File: config.mk
export PLATFORM = sky130hd
export DESIGN_NAME = pixel_fb_writer
export DESIGN_NICKNAME = d
export VERILOG_FILES = /design/src/rtl/pixel_fb_pkg.sv /design/src/rtl/pixel_fifo.sv /design/src/rtl/pixel_fb_writer.sv
export SDC_FILE = /design/constraint.sdc
export NUM_CORES = 1
export LEC_CHECK = 0
export CAP_MARGIN = 40
export CORE_MARGIN = 10
export CORE_UTILIZATION = 55
export CTS_CLUSTER_DIAMETER = 80
export DETAILED_ROUTE_END_ITERATION = 12
export HOLD_SLACK_MARGIN = 0.06
export PLACE_DENSITY = 0.83
export RECOVER_POWER = 50
export SYNTH_ARGS = -nofsm -noshare
export SYNTH_HDL_FRONTEND = slang
export SYNTH_HIERARCHICAL = 1
export SYNTH_SLANG_ARGS = --single-unit
export TNS_END_PERCENT = 20
File: constraint.sdc
create_clock -name clk_in -period 4.1 [get_ports clk_in]
set_clock_uncertainty 0.2 [all_clocks]
set_input_delay 0.615 -clock clk_in [delete_from_list [all_inputs] [get_ports clk_in]]
set_output_delay 0.615 -clock clk_in [all_outputs]
set_load 0.02 [all_outputs]
File: src/rtl/pixel_fb_pkg.sv
// Shared types and frame-buffer geometry for the pixel frame-buffer writer.
package pixel_fb_pkg;

  localparam int unsigned FB_W       = 320;
  localparam int unsigned FB_H       = 180;
  localparam int unsigned FB_PIXELS  = FB_W * FB_H;
  localparam int unsigned ADDR_W     = 17;
  localparam int unsigned FIFO_DEPTH = 16;

  typedef struct packed {
    logic [3:0] r;
    logic [3:0] g;
    logic [3:0] b;
  } rgb12_t;

  typedef struct packed {
    logic [ADDR_W-1:0] addr;
    rgb12_t            rgb;
  } fb_wr_t;

  typedef enum logic {
    S_IDLE  = 1'b0,
    S_WRITE = 1'b1
  } wr_state_t;

endpackage

File: src/rtl/pixel_fifo.sv
// Synchronous FIFO of frame-buffer write entries with synchronous flush.
// Read data is the head entry, valid whenever empty_c is low.
module pixel_fifo
  import pixel_fb_pkg::*;
#(
  parameter int unsigned DEPTH = 16
) (
  input  logic   clk,
  input  logic   rst_n,
  input  logic   flush,
  input  logic   push,
  input  fb_wr_t wr_data,
  input  logic   pop,
  output fb_wr_t rd_data_c,
  output logic   full_c,
  output logic   empty_c
);

  localparam int unsigned PW = $clog2(DEPTH);

  fb_wr_t       mem [DEPTH];
  logic [PW:0]  wr_ptr;
  logic [PW:0]  rd_ptr;
  logic         wr_en;
  logic         rd_en;

  // Status flags; a pop frees the slot so a push on a full FIFO still lands.
  always_comb begin
    empty_c   = (wr_ptr == rd_ptr);
    full_c    = (wr_ptr[PW] != rd_ptr[PW]) && (wr_ptr[PW-1:0] == rd_ptr[PW-1:0]);
    wr_en     = push && (!full_c || pop);
    rd_en     = pop && !empty_c;
    rd_data_c = mem[rd_ptr[PW-1:0]];
  end

  // Storage array, no reset needed.
  always_ff @(posedge clk) begin
    if (wr_en) mem[wr_ptr[PW-1:0]] <= wr_data;
  end

  // Read/write pointers.
  always_ff @(posedge clk or negedge rst_n) begin
    if (!rst_n) begin
      wr_ptr <= '0;
      rd_ptr <= '0;
    end else if (flush) begin
      wr_ptr <= '0;
      rd_ptr <= '0;
    end else begin
      if (wr_en) wr_ptr <= wr_ptr + (PW+1)'(1);
      if (rd_en) rd_ptr <= rd_ptr + (PW+1)'(1);
    end
  end

endmodule

File: src/rtl/pixel_fb_writer.sv
// Bounds-checks and linearises a non-stallable pixel stream, buffers the
// writes, and drives a double-banked frame buffer over a valid/ready port.
module pixel_fb_writer #(
  parameter int unsigned FB_W       = pixel_fb_pkg::FB_W,
  parameter int unsigned FB_H       = pixel_fb_pkg::FB_H,
  parameter int unsigned FIFO_DEPTH = pixel_fb_pkg::FIFO_DEPTH,
  parameter int unsigned ADDR_W     = pixel_fb_pkg::ADDR_W
) (
  input  logic              clk_in,
  input  logic              rst_in,
  input  logic [10:0]       x_in,
  input  logic [9:0]        y_in,
  input  logic [3:0]        r_in,
  input  logic [3:0]        g_in,
  input  logic [3:0]        b_in,
  input  logic              valid_in,
  input  logic              clear_in,
  output logic [ADDR_W-1:0] mem_addr_out,
  output logic [11:0]       mem_data_out,
  output logic              mem_we_out,
  input  logic              mem_ready_in,
  output logic              bank_out,
  output logic              frame_done_out,
  output logic              overflow_out,
  output logic [15:0]       drop_count_out
);

  import pixel_fb_pkg::*;

  localparam int unsigned PIX   = FB_W * FB_H;
  localparam int unsigned CNT_W = $clog2(PIX);
  localparam int unsigned EA_W  = $bits(fb_wr_t) - $bits(rgb12_t);
  localparam logic [10:0] X_LIM = 11'(FB_W);
  localparam logic [9:0]  Y_LIM = 10'(FB_H);

  logic [1:0]       rst_sync;
  logic             rst_n;
  logic             in_bounds_c;
  logic             s1_valid;
  logic [10:0]      s1_x;
  logic [9:0]       s1_y;
  rgb12_t           s1_rgb;
  logic [EA_W-1:0]  lin_addr_c;
  logic             s2_valid;
  fb_wr_t           s2_entry;
  fb_wr_t           fifo_rd_c;
  logic             fifo_full_c;
  logic             fifo_empty_c;
  logic             push_c;
  logic             pop_c;
  logic             hs_c;
  logic             wrap_c;
  logic             bank_nxt_c;
  logic [CNT_W-1:0] frame_cnt;
  wr_state_t        state;
  wr_state_t        state_nxt;

  // Reset asserts asynchronously and releases on a clock edge.
  always_ff @(posedge clk_in or negedge rst_in) begin
    if (!rst_in) rst_sync <= 2'b00;
    else         rst_sync <= {rst_sync[0], 1'b1};
  end
  assign rst_n = rst_sync[1];

  assign in_bounds_c = (x_in < X_LIM) && (y_in < Y_LIM);
  assign lin_addr_c  = EA_W'(s1_y) * EA_W'(FB_W) + EA_W'(s1_x);
  assign push_c      = s2_valid && !clear_in;

  // Input register plus saturating out-of-bounds drop counter.
  always_ff @(posedge clk_in or negedge rst_n) begin
    if (!rst_n) begin
      s1_valid       <= 1'b0;
      s1_x           <= '0;
      s1_y           <= '0;
      s1_rgb         <= '0;
      drop_count_out <= '0;
    end else begin
      s1_valid <= valid_in && in_bounds_c && !clear_in;
      s1_x     <= x_in;
      s1_y     <= y_in;
      s1_rgb   <= '{r: r_in, g: g_in, b: b_in};
      if (clear_in)
        drop_count_out <= '0;
      else if (valid_in && !in_bounds_c && (drop_count_out != 16'hFFFF))
        drop_count_out <= drop_count_out + 16'd1;
    end
  end

  // Address stage: linear address computed from the captured coordinate.
  always_ff @(posedge clk_in or negedge rst_n) begin
    if (!rst_n) begin
      s2_valid <= 1'b0;
      s2_entry <= '0;
    end else begin
      s2_valid       <= s1_valid && !clear_in;
      s2_entry.addr  <= lin_addr_c;
      s2_entry.rgb   <= s1_rgb;
    end
  end

  pixel_fifo #(
    .DEPTH (FIFO_DEPTH)
  ) u_fifo (
    .clk       (clk_in),
    .rst_n     (rst_n),
    .flush     (clear_in),
    .push      (push_c),
    .wr_data   (s2_entry),
    .pop       (pop_c),
    .rd_data_c (fifo_rd_c),
    .full_c    (fifo_full_c),
    .empty_c   (fifo_empty_c)
  );

  // Output FSM state register.
  always_ff @(posedge clk_in or negedge rst_n) begin
    if (!rst_n) state <= S_IDLE;
    else        state <= state_nxt;
  end

  // Next state, FIFO pop and handshake decode; clear abandons any write.
  always_comb begin
    state_nxt = state;
    pop_c     = 1'b0;
    hs_c      = 1'b0;
    case (state)
      S_IDLE: begin
        if (!fifo_empty_c) begin
          pop_c     = 1'b1;
          state_nxt = S_WRITE;
        end
      end
      S_WRITE: begin
        if (mem_ready_in) begin
          hs_c = 1'b1;
          if (!fifo_empty_c) pop_c = 1'b1;
          else               state_nxt = S_IDLE;
        end
      end
      default: state_nxt = S_IDLE;
    endcase
    if (clear_in) begin
      state_nxt = S_IDLE;
      pop_c     = 1'b0;
      hs_c      = 1'b0;
    end
  end

  assign wrap_c     = hs_c && (frame_cnt == CNT_W'(PIX - 1));
  assign bank_nxt_c = bank_out ^ wrap_c;

  // Frame counter, bank select, swap pulse and sticky overflow flag.
  always_ff @(posedge clk_in or negedge rst_n) begin
    if (!rst_n) begin
      frame_cnt      <= '0;
      bank_out       <= 1'b0;
      frame_done_out <= 1'b0;
      overflow_out   <= 1'b0;
    end else if (clear_in) begin
      frame_cnt      <= '0;
      bank_out       <= 1'b0;
      frame_done_out <= 1'b0;
      overflow_out   <= 1'b0;
    end else begin
      frame_done_out <= wrap_c;
      bank_out       <= bank_nxt_c;
      if (hs_c) frame_cnt <= wrap_c ? '0 : frame_cnt + CNT_W'(1);
      if (s2_valid && fifo_full_c && !pop_c) overflow_out <= 1'b1;
    end
  end

  // Output holding register; bank offset applied as the entry is issued.
  always_ff @(posedge clk_in or negedge rst_n) begin
    if (!rst_n) begin
      mem_we_out   <= 1'b0;
      mem_addr_out <= '0;
      mem_data_out <= '0;
    end else begin
      mem_we_out <= (state_nxt == S_WRITE);
      if (pop_c) begin
        mem_addr_out <= bank_nxt_c ? ADDR_W'(PIX) + ADDR_W'(fifo_rd_c.addr)
                                   : ADDR_W'(fifo_rd_c.addr);
        mem_data_out <= fifo_rd_c.rgb;
      end
    end
  end

endmodule

# Word-level counts from Yosys, hierarchy flattened
# Memory sizes are Yosys's and may differ from the RTL's.
# Index checks and enable logic that the tools add are counted.
# Widths: inputs -> output; s select.
dict set report totals {
  mem_count 1
  ff_bits 141
  ramBits 464
}
# memory depth width read_ports rd_ports_with_merged_regs write_ports line_no
set mem_list {}
lappend mem_list {u_fifo.mem 16 29 1 0 1 pixel_fifo.sv:21} ;# fb_wr_t mem [DEPTH];
dict set report op_classes {
  eq_ne 5
  add_sub_neg 6
  bitwise 2
  n_lt_le_gt_ge 2
  reduce_logical 24
  mux 26
  n_mul 1
}
# cell count
set ops {}
lappend ops {{$mux 16} 5}
lappend ops {{$add 16x1->16 const B} 2}
lappend ops {{$mux 5} 4}
lappend ops {{$add 16x17->17 const A} 1}
lappend ops {{$add 17x11->17} 1}
lappend ops {{$mux 17} 1}
lappend ops {{$eq 16x16->1 const B} 1}
lappend ops {{$ne 16x16->1 const B} 1}
lappend ops {{$mux 1} 14}
lappend ops {{$logic_and 1x1->1} 13}
lappend ops {{$lt 11x9->1 const B} 1}
lappend ops {{$mul 10x3->11 const B} 1}
lappend ops {{$add 5x1->5 const B} 2}
lappend ops {{$lt 10x8->1 const B} 1}
lappend ops {{$reduce_bool 2->1} 5}
lappend ops {{$eq 5x5->1} 1}
lappend ops {{$logic_not 1->1} 5}
lappend ops {{$eq 4x4->1} 1}
lappend ops {{$pmux 1 s2} 2}
lappend ops {{$logic_or 1x1->1} 1}
lappend ops {{$ne 1x1->1} 1}
lappend ops {{$not 1->1} 1}
lappend ops {{$xor 1x1->1} 1}

# Depth between registers and ports, before layout
dict set report logic_depth {
  word_depth 9
  depth_mapped 12
}

# Hierarchy
# Netlist, hierarchy kept.
# module cells_each n_inst seq_area_each_um2 area_each_um2
set modules_own_cells {}
lappend modules_own_cells {pixel_fifo 822 1 14183.6 18422.7}
lappend modules_own_cells {pixel_fb_writer 447 1 3278.1 5445.2}

# Worst setup path after synthesis
# Ideal clock, no wire load.
dict set report synth_path {
  kind {register to register}
  startpoint {reg u_fifo.wr_ptr[3]}
  endpoint {mem u_fifo/mem[11][0] (netlist name) (enable)}
  setup_ns 0.458
  period_less_slack_ns 5.201
  arrival_time_ns 4.543
  t_required_ns 3.442
  path_stages_with_launch 12
  path_slack_ns -1.101
  n_path_buf 3
  cell_sequence {dfrtp_1 buf_2 xor2_1 nor4_4 and2_1 nand2b_1 nor2_1 clkbuf_1 clkbuf_1 nor2_1 a21o_1 nor3b_1}
}
dict set report synth_between {
  elab_chain_len 9
  elab_cells_between_ends 12
}
# element line_no
set synth_rtl {}
lappend synth_rtl {{start: declaration} pixel_fifo.sv:22} ;# logic [PW:0] wr_ptr;
lappend synth_rtl {{start signal: assignment} pixel_fifo.sv:50} ;# if (wr_en) wr_ptr <= wr_ptr + (PW+1)'(1);
lappend synth_rtl {{$eq 5x5->1 *} pixel_fifo.sv:29} ;# empty_c = (wr_ptr == rd_ptr);
lappend synth_rtl {{net fifo_empty_c} pixel_fb_writer.sv:48} ;# logic fifo_empty_c;
lappend synth_rtl {{$mux 1 *} {pixel_fb_writer.sv:128, pixel_fb_writer.sv:136}}
lappend synth_rtl {{$mux 1} pixel_fb_writer.sv:134} ;# if (mem_ready_in) begin
lappend synth_rtl {{$pmux 1 s2 *} pixel_fb_writer.sv:126} ;# case (state)
lappend synth_rtl {{$mux 1 *} pixel_fb_writer.sv:142} ;# if (clear_in) begin
lappend synth_rtl {{net pop_c} pixel_fb_writer.sv:50} ;# logic pop_c;
lappend synth_rtl {{$logic_or 1x1->1 *} pixel_fifo.sv:31} ;# wr_en = push && (!full_c || pop);
lappend synth_rtl {{$logic_and 1x1->1 *} pixel_fifo.sv:31}
lappend synth_rtl {{$mux 1 *} pixel_fifo.sv:38} ;# if (wr_en) mem[wr_ptr[PW-1:0]] <= wr_data;
lappend synth_rtl {{$mux 1 (implied by the code) *} pixel_fifo.sv:38}
lappend synth_rtl {{end: declaration} pixel_fifo.sv:21}
# The timed path passes the listed nets; every way through them passes the cells marked *.

==> insert_results.sql <==
INSERT INTO impl_metrics (metric_group, metric, value, unit) VALUES
('yosys', 'netlist-cell-type-count', '57', ''),
('floorplan', 'die_width', '228', 'µm'),
('floorplan', 'floorplan.rows', '76', ''),
('timing', 'slew_headroom', '-52.6', '%'),
('clocking', 'tritoncts', 'built', ''),
('setup_path', 'timing.critical_path.buf_inv', '1', ''),
('yosys', 'avgSynthCellArea', '18.8', 'µm²'),
('placed_design', 'dp_hpwl', '26500', 'µm'),
('global_route', 'grtUsageTotal', '19.6', '%'),
('cells_and_area', 'num_antenna_cells', '0', ''),
('yosys', 'synthFlopType', 'sky130_fd_sc_hd__edfxtp_1', ''),
('drt', 'detailroute.via_count', '12300', ''),
('timing', 'final-setup-viol-count', '0', ''),
('timing', 'grt_setup_unrepaired', 'no', ''),
('drt', 'first_pass_iters', '5', ''),
('power_and_ir_drop', 'powerDensity', '477', 'nW/µm²'),
('yosys', 'synth.ff_latch_count', '605', ''),
('setup_path', 'crit_end_category', 'flop', ''),
('job', 'timing.max_cap.violations', '1', ''),
('setup_path', 'required', '4350', 'ps'),
('setup_path', 'cpLargestDelayFamily', 'compound AO/OA/AOI/OAI gates', ''),
('drt', 'detailedRoute.firstIterationViolations', '1173', ''),
('clocking', 'cts_made_buffers', '59', ''),
('yosys', 'synth_edf_count', '464', ''),
('timing', 'max_freq', '281', 'MHz'),
('yosys', 'asyncSetResetFlopFracSynth', '23.3', '%'),
('clocking', 'cts_root_buffer', 'sky130_fd_sc_hd__clkbuf_16', ''),
('cells_and_area', 'flow.area_growth_from_synthesis', '15.3', '%'),
('timing', 'worst_slew_pin_slew', '2290', 'ps'),
('power_and_ir_drop', 'vdd.ir_drop.worst', '394', 'µV'),
('clocking', 'worst_setup_hold_path_clk_slew', '60', 'ps'),
('min_path', 'hold_path_class', 'reg2reg', ''),
('timing', 'timing.final.max_slew_violations', '47', ''),
('yosys', 'post_synth_most_frequent_cells', 'sky130_fd_sc_hd__edfxtp_1, sky130_fd_sc_hd__dfrtp_1, sky130_fd_sc_hd__mux4_2', ''),
('cells_and_area', 'fillerInstances', '2848', ''),
('setup_path', 'timing.critical_path.arrival', '3810', 'ps'),
('timing', 'timing_hold_violations_final', '0', ''),
('yosys', 'post-synth-top-area-cell', 'sky130_fd_sc_hd__edfxtp_1', ''),
('yosys', 'synth-warning-count', '6', ''),
('yosys', 'yosys.cell_count.top_type', 'sky130_fd_sc_hd__edfxtp_1', ''),
('global_route', 'antenna_violations_before_repair', '0', ''),
('yosys', 'fraction_of_the_yosys_area_taken_by_sequential_cells', '73.2', '%'),
('yosys', 'synth_area_leaders', 'sky130_fd_sc_hd__edfxtp_1, sky130_fd_sc_hd__dfrtp_1, sky130_fd_sc_hd__mux4_2', ''),
('outcome', 'failing_checks', 'max-capacitance violations, max-slew violations', ''),
('cells_and_area', 'share_of_final_layout_standard_cells_stronger_than_drive_strength_1', '18.8', '%'),
('setup_path', 'critical_path.cell_chain', 'buf_4 -> mux4_2 -> a211oi_1 -> a21oi_1 -> ha_1 -> nand4_1 -> nand2b_1 -> a21oi_1 -> xnor2_1 -> a21oi_1', ''),
('global_route', 'globalRoute.totalOverflow', '0', ''),
('timing', 'fin_hold_ws', '132', 'ps'),
('cells_and_area', 'postLayoutCoreUtil', '64.0', '%'),
('outcome', 'outcome', 'complete, but fails checks', ''),
('setup_path', 'crit_path_start_kind', 'flop', ''),
('global_route', 'grt_start_max_net_pins', '120', ''),
('power_and_ir_drop', 'power.leakage', '9.29', 'nW'),
('setup_path', 'crit_fanout', '23', ''),
('global_route', 'vias_in_the_first_global_route', '13000', ''),
('drt', 'vias_per_cell', '6.05', ''),
('global_route', 'first_pass_grt_wire_length', '78600', 'µm'),
('floorplan', 'core_area', '43000', 'µm²'),
('drt', 'ant_nets', '0', ''),
('setup_path', 'worstSetupPathType', 'reg2reg', ''),
('placed_design', 'gp_routability_congestion', '0.821', ''),
('floorplan', 'io_pins', '87', ''),
('cells_and_area', 'design.final.nets', '1461', ''),
('timing', 'final.period_utilization', '86.7', '%'),
('clocking', 'worstSkewPairLatency', '630', 'ps'),
('yosys', 'postSynthNetCount', '1337', ''),
('setup_path', 'cp_slowest_stage_delay', '720', 'ps'),
('clocking', 'cts.sink_count', '605', ''),
('drt', 'drc', '0', ''),
('setup_path', 'cpMostUsedCell', 'sky130_fd_sc_hd__a21oi_1', ''),
('drt', 'drt-wirelength-per-cell', '24.8', 'µm');
path summary, 6_finish.rpt:
path	start	end	slack [ps]	cells past startpoint
hold / removal	s1_x[0]$_DFF_PN0_	s2_entry[12]$_DFF_PN0_	130	0
min in group asynchronous	rst_in	rst_sync[0]$_DFF_PN0_	580	2
max in group asynchronous	rst_sync[1]$_DFF_PN0_	s1_y[8]$_DFF_PN0_	940	1
hold reg to reg	s1_x[0]$_DFF_PN0_	s2_entry[12]$_DFF_PN0_	130	0
setup / recovery	u_fifo/rd_ptr[0]$_DFFE_PN0P_	mem_addr_out[14]$_DFFE_PN0P_	550	10
setup reg to reg	u_fifo/rd_ptr[0]$_DFFE_PN0P_	mem_addr_out[14]$_DFFE_PN0P_	550	10
timing repair:
| item | 4_1_cts | 5_1_grt |
|---|---|---|
| resized for setup | 0 | 0 |
| buffers inserted | 0 | 0 |
| hold buffers | 1 | 0 |
| endpoints found under the hold margin | 2 | 0 |
layer usage:
layer  vias to the layer above  GRT usage, %  share of wire [%]
met5                         -             0                  0
met3                       107          3.25                7.1
met2                       538          33.9                 53
met1                      6344          24.5                 37
li1                       5283             -                  -
met4                         0          7.10                2.9
area by class of cell:
type	instances	area, µm²	area share, %
Clock buffer	70	1530	5.55
Clock inverter	41	518	1.88
Inverter	10	37.5	0.136
Multi-Input combinational cell	595	6060	22.0
Sequential cell	605	17500	63.5
Tap cell	585	732	2.66
Timing Repair Buffer	122	1160	4.21
placed cells by master, fill, tap and decap left out, types with 18 or more instances in the layout:
cell / instances
sky130_fd_sc_hd__o21ai_0: 29
sky130_fd_sc_hd__a211oi_1: 31
sky130_fd_sc_hd__nand2_1: 21
sky130_fd_sc_hd__xnor2_1: 23
sky130_fd_sc_hd__dlygate4sd3_1: 36
sky130_fd_sc_hd__clkbuf_16: 59
sky130_fd_sc_hd__nor2b_1: 36
sky130_fd_sc_hd__dfrtp_1: 137
sky130_fd_sc_hd__mux2_2: 22
sky130_fd_sc_hd__edfxtp_1: 464
sky130_fd_sc_hd__mux2i_1: 32
sky130_fd_sc_hd__and3_1: 18
sky130_fd_sc_hd__mux4_2: 113
sky130_fd_sc_hd__nor2_1: 50
sky130_fd_sc_hd__ha_1: 28
sky130_fd_sc_hd__buf_4: 28
sky130_fd_sc_hd__xor2_1: 21
sky130_fd_sc_hd__clkdlybuf4s50_1: 51
sky130_fd_sc_hd__a21oi_1: 53
stage by stage:
stage,setup TNS (ps),total power (W),setup slack (ps),std cells,instance area (µm²)
CTS,0,0.0132,510,2028,27500
finish,0,0.0131,547,2028,27500
detailed placement,0,0.00757,682,1916,25500
global route,0,0.0135,323,2028,27500
global placement,0,0.00754,776,1916,25500
floorplan,-15900,0.00731,-215,1269,23900
state kept, by name, indices dropped and copies added, names as in the netlist:
| name | count |
|---|---|
| u_fifo/mem | 464 |
| s2_entry | 29 |
| mem_addr_out | 17 |
| drop_count_out | 16 |
| frame_cnt | 16 |
| mem_data_out | 12 |
| s1_rgb | 12 |
| s1_x | 11 |
| s1_y | 10 |
| u_fifo/rd_ptr | 5 |
| u_fifo/wr_ptr | 5 |
| rst_sync | 2 |
| bank_out | 1 |
| frame_done_out | 1 |
| mem_we_out | 1 |
| overflow_out | 1 |
| s1_valid | 1 |
| s2_valid | 1 |
where the power goes:
group	internal, W	switching, W
sequential	0.00686	0.000234
combinational	0.000159	0.000183
clock	0.00341	0.00227
total	0.0104	0.00268
worst reg2reg max path, delay by kind of cell, from the launching register on:
kind,cells,cell delay [ps]
compound gates,4,770
xor+xnor,1,150
fa+ha+maj,1,350
buf+inv,1,430
flops,1,720
mux,1,570
simple gates,2,210
kinds of logic (layout without fill, tap and decap cells):
group                      after synthesis  count (layout)  share of synthesized area [%]
AOI/OAI and AO/OA                      148             148                           3.86
xor gates and xnor gates                45              45                           1.71
adders and majority gates               30              30                           1.64
buffers and inverters                   69             243                           1.59
DFF                                    605             605                           73.2
muxes                                  170             170                           13.4
other                                    1               1                         0.0157
and+or+nand+nor                        201             201                           4.66
Power figures use the tool's default switching activity.
